### config.mk
export PLATFORM = sky130hd
export DESIGN_NAME = tdm_demux4
export DESIGN_NICKNAME = d
export VERILOG_FILES = /design/src/rtl/tdm_pkg.sv /design/src/rtl/tdm_slot_ctr.sv /design/src/rtl/tdm_demux4.sv
export SDC_FILE = /design/constraint.sdc
export NUM_CORES = 1
export LEC_CHECK = 0
export BUFFER_PORTS_ARGS = -buffer_cell sky130_fd_sc_hd__buf_2
export CAP_MARGIN = 40
export CORE_MARGIN = 2
export CORE_UTILIZATION = 40
export DETAILED_ROUTE_END_ITERATION = 10
export PLACE_DENSITY = 0.64
export SLEW_MARGIN = 20
export SYNTH_ARGS = -nofsm -noshare
export SYNTH_HDL_FRONTEND = slang
export SYNTH_HIERARCHICAL = 1
export SYNTH_SLANG_ARGS = --single-unit
export TNS_END_PERCENT = 30
### constraint.sdc
create_clock -name clk -period 3.9 [get_ports clk]
set_clock_uncertainty 0.05 [all_clocks]
set_input_delay 0.585 -clock clk [delete_from_list [all_inputs] [get_ports clk]]
set_output_delay 0.585 -clock clk [all_outputs]
set_load 0.01 [all_outputs]
### src/rtl/tdm_pkg.sv
// tdm_pkg: shared states, slot codes and miss-counter width for the TDM demux
package tdm_pkg;
  typedef enum logic {IDLE, RUN} state_t;
  localparam logic [1:0] SLOT_A = 2'd0;
  localparam logic [1:0] SLOT_B = 2'd1;
  localparam logic [1:0] SLOT_C = 2'd2;
  localparam logic [1:0] SLOT_D = 2'd3;
  localparam int MISS_W = 4;
endpackage

### src/rtl/tdm_slot_ctr.sv
// tdm_slot_ctr: 2-bit slot counter with clear, load-to-1 and increment
module tdm_slot_ctr (
  input  logic       clk,
  input  logic       rst,
  input  logic       clr,
  input  logic       load,
  input  logic       en,
  output logic [1:0] slot
);
  logic [1:0] slot_d, slot_q;
  always_comb slot_d = clr ? 2'd0 : load ? 2'd1 : en ? slot_q + 2'd1 : slot_q;
  always_ff @(posedge clk) slot_q <= rst ? 2'd0 : slot_d;
  assign slot = slot_q;
endmodule

### src/rtl/tdm_demux4.sv
// tdm_demux4: four-slot TDM demultiplexer with frame lock tracking
module tdm_demux4
  import tdm_pkg::*;
#(
  parameter int W = 1,
  parameter int MISS_MAX = 4
) (
  input  logic         clk,
  input  logic         rst,
  input  logic [W-1:0] din,
  input  logic         din_valid,
  input  logic         sync,
  output logic [W-1:0] A,
  output logic [W-1:0] B,
  output logic [W-1:0] C,
  output logic [W-1:0] D,
  output logic         frame_valid,
  output logic [1:0]   slot,
  output logic         locked,
  output logic         sync_err
);
  localparam logic [MISS_W-1:0] MISS_LIM = MISS_W'(MISS_MAX);
  state_t state_d, state_q;
  logic [MISS_W-1:0] miss_d, miss_q;
  logic [W-1:0] shadow_d [3];
  logic [W-1:0] shadow_q [3];
  logic [W-1:0] a_d, b_d, c_d, d_d, a_q, b_q, c_q, d_q;
  logic fv_d, fv_q, se_d, se_q;
  logic clr, load, en;
  tdm_slot_ctr u_slot (.clk(clk), .rst(rst), .clr(clr), .load(load), .en(en), .slot(slot));
  always_comb begin
    state_d = state_q;
    miss_d = miss_q;
    shadow_d = shadow_q;
    a_d = a_q;
    b_d = b_q;
    c_d = c_q;
    d_d = d_q;
    fv_d = 1'b0;
    se_d = 1'b0;
    clr = 1'b0;
    load = 1'b0;
    en = 1'b0;
    if (din_valid) begin
      if (state_q == IDLE) begin
        if (sync) begin
          shadow_d[0] = din;
          load = 1'b1;
          state_d = RUN;
          miss_d = '0;
        end
      end else if (sync) begin
        shadow_d[0] = din;
        load = 1'b1;
        se_d = slot != SLOT_A;
        miss_d = slot == SLOT_A ? '0 : miss_q;
      end else if (slot == SLOT_A) begin
        miss_d = miss_q + 4'd1;
        if (miss_d == MISS_LIM) begin
          state_d = IDLE;
          clr = 1'b1;
        end else begin
          shadow_d[0] = din;
          en = 1'b1;
        end
      end else begin
        en = 1'b1;
        for (int i = 1; i < 3; i++) if (slot == 2'(i)) shadow_d[i] = din;
        if (slot == SLOT_D) begin
          a_d = shadow_q[0];
          b_d = shadow_q[1];
          c_d = shadow_q[2];
          d_d = din;
          fv_d = 1'b1;
        end
      end
    end
  end
  always_ff @(posedge clk) begin
    if (rst) begin
      state_q <= IDLE;
      miss_q <= '0;
      shadow_q <= '{default: '0};
      a_q <= '0;
      b_q <= '0;
      c_q <= '0;
      d_q <= '0;
      fv_q <= 1'b0;
      se_q <= 1'b0;
    end else begin
      state_q <= state_d;
      miss_q <= miss_d;
      shadow_q <= shadow_d;
      a_q <= a_d;
      b_q <= b_d;
      c_q <= c_d;
      d_q <= d_d;
      fv_q <= fv_d;
      se_q <= se_d;
    end
  end
  assign A = a_q;
  assign B = b_q;
  assign C = c_q;
  assign D = d_q;
  assign frame_valid = fv_q;
  assign sync_err = se_q;
  assign locked = state_q == RUN;
endmodule

# Word level (Yosys, flattened, before mapping)
# Cells that the tools add are included.
# totals
reg_bits	16
in_bits	5
output_inout_bits	9
word_cells	66
# op_classes
addsub	2
n_eq_ne	6
n_mux	27
bitwise_logic	4
reduce_logical	14
# op_table
operator	n
1-bit two-way mux	22
4-bit two-way mux	5
5-bit AND reduction	3
4-bit AND reduction	2
2-bit nonzero test	4
5-bit OR reduction	1
4-bit by 1-bit adder with 4-bit output, second input constant	1
2-bit == test, second input constant	2
4-bit by 3-bit == test with 1-bit output, second input constant	1
1-bit inverter	4
4-bit OR reduction	1
3-bit OR reduction	1
2-bit by 1-bit adder with 2-bit output, second input constant	1
2-bit by 1-bit == test with 1-bit output, second input constant	1
2-bit zero test	1
2-bit by 1-bit inequality test with 1-bit output, second input constant	1
2-bit inequality test, second input constant	1
2-bit OR reduction	1

# Longest topological paths before layout
# depth
ltp_word	9
ltp_mapped	6
mapped_depth_nobuf	6

# By module
# Netlist, hierarchy kept.
# modules_own_cells
module	instances	cells_each	area_per_inst_um2	seq_area_each_um2
tdm_demux4	1	78	728.2	280.3
tdm_slot_ctr	1	8	92.6	40.0

# Least setup slack after synthesis
# OpenSTA, ideal clock, no wires.
# synth_timing
path_type	register -> register
start	reg miss_q[0]
end	reg u_slot.slot_q[1], in the netlist u_slot/slot[1]
setup_ns	0.103
arrival_ns	1.649
t_required_ns	3.747
slack_ns	2.098
stages_incl_launch_ff	7
n_path_buf	0
synth_period_minus_slack_ns	1.802
path_cell_list	dfxtp_1 > ha_1 > or3b_4 > nor3_1 > nor2_1 > a21bo_1 > a2111oi_2
# synth_between
word_cells_on_any_way	13
classes_between	1 x add/sub; 1 x eq/ne; 10 x mux; 1 x reduce/logical
# synth_rtl
item	line_no	text
start: declaration	tdm_demux4.sv:24	logic [MISS_W-1:0] miss_d, miss_q;
start signal: assignment	tdm_demux4.sv:92	miss_q <= miss_d;
4-bit by 1-bit adder with 4-bit output	tdm_demux4.sv:58	miss_d = miss_q + 4'd1;
4-bit by 3-bit == test with 1-bit output	tdm_demux4.sv:59	if (miss_d == MISS_LIM) begin
1-bit two-way mux	tdm_demux4.sv:59	
1-bit two-way mux	tdm_demux4.sv:57	end else if (slot == SLOT_A) begin
1-bit two-way mux	tdm_demux4.sv:52	end else if (sync) begin
1-bit two-way mux	tdm_demux4.sv:45	if (state_q == IDLE) begin
1-bit two-way mux	tdm_demux4.sv:44	if (din_valid) begin
net en	tdm_demux4.sv:29	logic clr, load, en;
end signal: assignment	tdm_slot_ctr.sv:12	always_ff @(posedge clk) slot_q <= rst ? 2'd0 : slot_d;
end: declaration	tdm_slot_ctr.sv:10	logic [1:0] slot_d, slot_q;
# The timed path passes the listed nets, and every way through them passes these cells.
# A chain may end at the register's enable or synchronous reset.

# Worst setup path after layout
# Same ends and word-level chain as after synthesis.

==> out/metrics.cfg <==
[run_status]
status=finished clean

[placement]
post-place-cells=120
gp_congestion=0.755
io_buffer_count=13
place.detailed.hpwl_um=1080

[worst_setup_path]
reg2regPathDepth=6
crit_type=register to register
critPathTopFamily=simple AND/OR/NAND/NOR gates
reg2reg_slack_ns=1.90
arrival_ns=2.14
rr_startpoint=miss_q[0]
critPathSlowestCell=dfxtp_1
cp-start-kind=register
required_ns=4.04
path_cells=ha_1, or3b_4, nor3_1, nor2_1, a21bo_1, a2111oi_2
crit_fanout=5
path_buf_inv=0
critPathMaxStageDelay_ns=0.41
r2r_end=u_slot/slot[1]
endpoint_kind=register

[worst_hold_path]
min_to=D
min_path_cells=2
hold_path.startpoint=D
hp-class=register to register

[die]
die_x_um=49.3
rows=16
core_um2=1940
initial_core_util=0.423
die_area_um2=2430
floorplan.io_pins=14
die_height_um=49.3

[cells_and_area]
diodes=0
final_cells=124
fin_nets=104
nFillCells=197
multi_input_area_um2=458
areaGrowthSynthToFinish_pct=12.2
drive_gt1_frac=0.268
ff_latch_area_um2=320

[synthesis]
yosysMostFrequentCell=dfxtp_1
synth-async-reset-ratio=0
syn_inst=86
synth-main-ff-cell=dfxtp_1
synth_largest_area_cell=dfxtp_1
ys_top_cells_by_count=dfxtp_1, o21ai_0, a21oi_1, nand2b_1
ys.warnings.count=6
synth.avg_cell_area_um2=9.54
synthTopCellsByArea=dfxtp_1, o21ai_0, nand2b_1, a21oi_1, nand4_1
ys_ff_latch=16
synth_edf_count=0
synthDominantCellAreaShare=0.390
syn_nets=92
syn_area_um2=821
yosysSeqAreaShare=0.390
synthDistinctLibCells=36

[clock_network]
cts_hold_buf=0
clock-sinks=16
path_clk_slew_ns=0.10
post_cts_buffers=0
cts.path.max_buffers=2
ctsResizeCount=0
clk_latency_ns=0.29
numCtsBuffers=3
cts_root_buf=clkbuf_4
tritoncts=yes
htree_levels=1

[grt]
grt_pass1_vias=566
gr-usage-all-layers=0.146
grt_max_degree=19
grt_pass1_wl_um=2790
grt_antenna_before_repair=0
overflow=0

[power_and_ir_drop]
p_sw_uw=78.6
pwr-share-seq=0.555
intPower_uw=235
clkPwrFrac=0.356
power_density_nw_per_um2=340
switching_share=0.251
combPwrFrac=0.089
vdd_ir_drop_max_mv=0.172
power_leakage_uw=0.000353

[detailed_routing]
drt_iter0_markers=21
via_per_inst=5.59
antenna_left=0
drtPass1Iterations=4
wl_per_cell_um=13.0
vias=693
wl_um=1610
route.detailed.drc=0

[timing]
setup_violations=0
rsz0062_at_grt=no
slew_headroom=0.589
fmax_mhz=500
tns_ns=0
finalMaxSlewViolations=0
period_share=0.513
tightest_slew_ns=0.616
fin_crit_ns=2.00
hold_viol=0

[flow_run]
drv_cap=0

## power groups by stage
stage                     registers (µW)  logic, µW  clock network [µW]
after global placement               178       27.8                   0
after detailed placement             178       27.6                   0
after CTS                            174       27.7                 116
after floorplan                      174       23.3                   0
after global routing                 175       30.4                 122
final                                174       28.0                 112
## kinds of logic (layout without fill, tap and decap cells)
kind of cell    Yosys count  in the layout  share of synthesized area
simple gates             31             31                      0.264
buf+inv                   8             19                     0.0518
mux                       2              2                     0.0244
flops                    16             16                      0.390
xor+xnor                  2              2                     0.0213
fa+ha+maj                 1              1                     0.0152
compound gates           26             26                      0.233
## sequential cells by signal, indices dropped and copies added, names as in the netlist
signal and count:
miss_q 4, shadow_q 3, u_slot/slot 2, A 1, B 1, C 1
D 1, frame_valid 1, locked 1, sync_err 1
## how the worst max path moves through the flow
stage / from / endpoint / depth (start not counted)
global route: miss_q[0] / u_slot/slot[1] / 6
detailed placement: sync / u_slot/slot[1] / 5
floorplan: miss_q[0] / u_slot/slot[1] / 6
global placement: sync / u_slot/slot[1] / 5
CTS: miss_q[0] / u_slot/slot[1] / 6
finish: miss_q[0] / u_slot/slot[1] / 6
## per-layer routing
layer	global-route usage	vias up	routed length [µm]
met3	0.0368	0	92
met4	0.0571	0	0
met2	0.189	16	668
met1	0.225	330	848
li1	-	347	-
met5	0	-	0
## per-stage QoR
step                       util  setup WS (ns)  hold slack, ns  cell area, µm²  power, µW
after floorplan               -           2.10           0.393             821        197
after global placement    0.456           1.93           0.412             885        205
after detailed placement  0.456           1.91           0.417             885        205
after CTS                 0.474           1.89           0.432             921        318
after global routing      0.474           1.74           0.461             921        328
final                     0.474           1.90           0.427             921        313
## placed cells by master, fill, tap and decap left out, types with 2 or more instances in the layout
master    instances
and3b_1           2
a311oi_1          2
nand2_1           2
nand4b_1          2
nor2_1            3
buf_2            13
inv_1             2
a22o_1            2
dfxtp_1          16
nor3_1            2
a21oi_1           6
mux2i_1           2
nand4_1           4
clkbuf_4          3
o21ai_0           9
nand2b_1          5
nor4_1            2
nand3b_1          2
## tightest hold or removal path: stages, from the launching register on
cell,delay [ns]
dfxtp_1,0.32
o21ai_0,0.06
a21oi_1,0.06
## cell type report
class | instances | share of cell area
multi-input cells | 62 | 0.497
flip-flops and latches | 16 | 0.348
repair buffers | 13 | 0.0707
clock buffers | 4 | 0.0394
well taps | 27 | 0.0367
inverters | 2 | 0.00815
(Power assumes the default switching activity.)
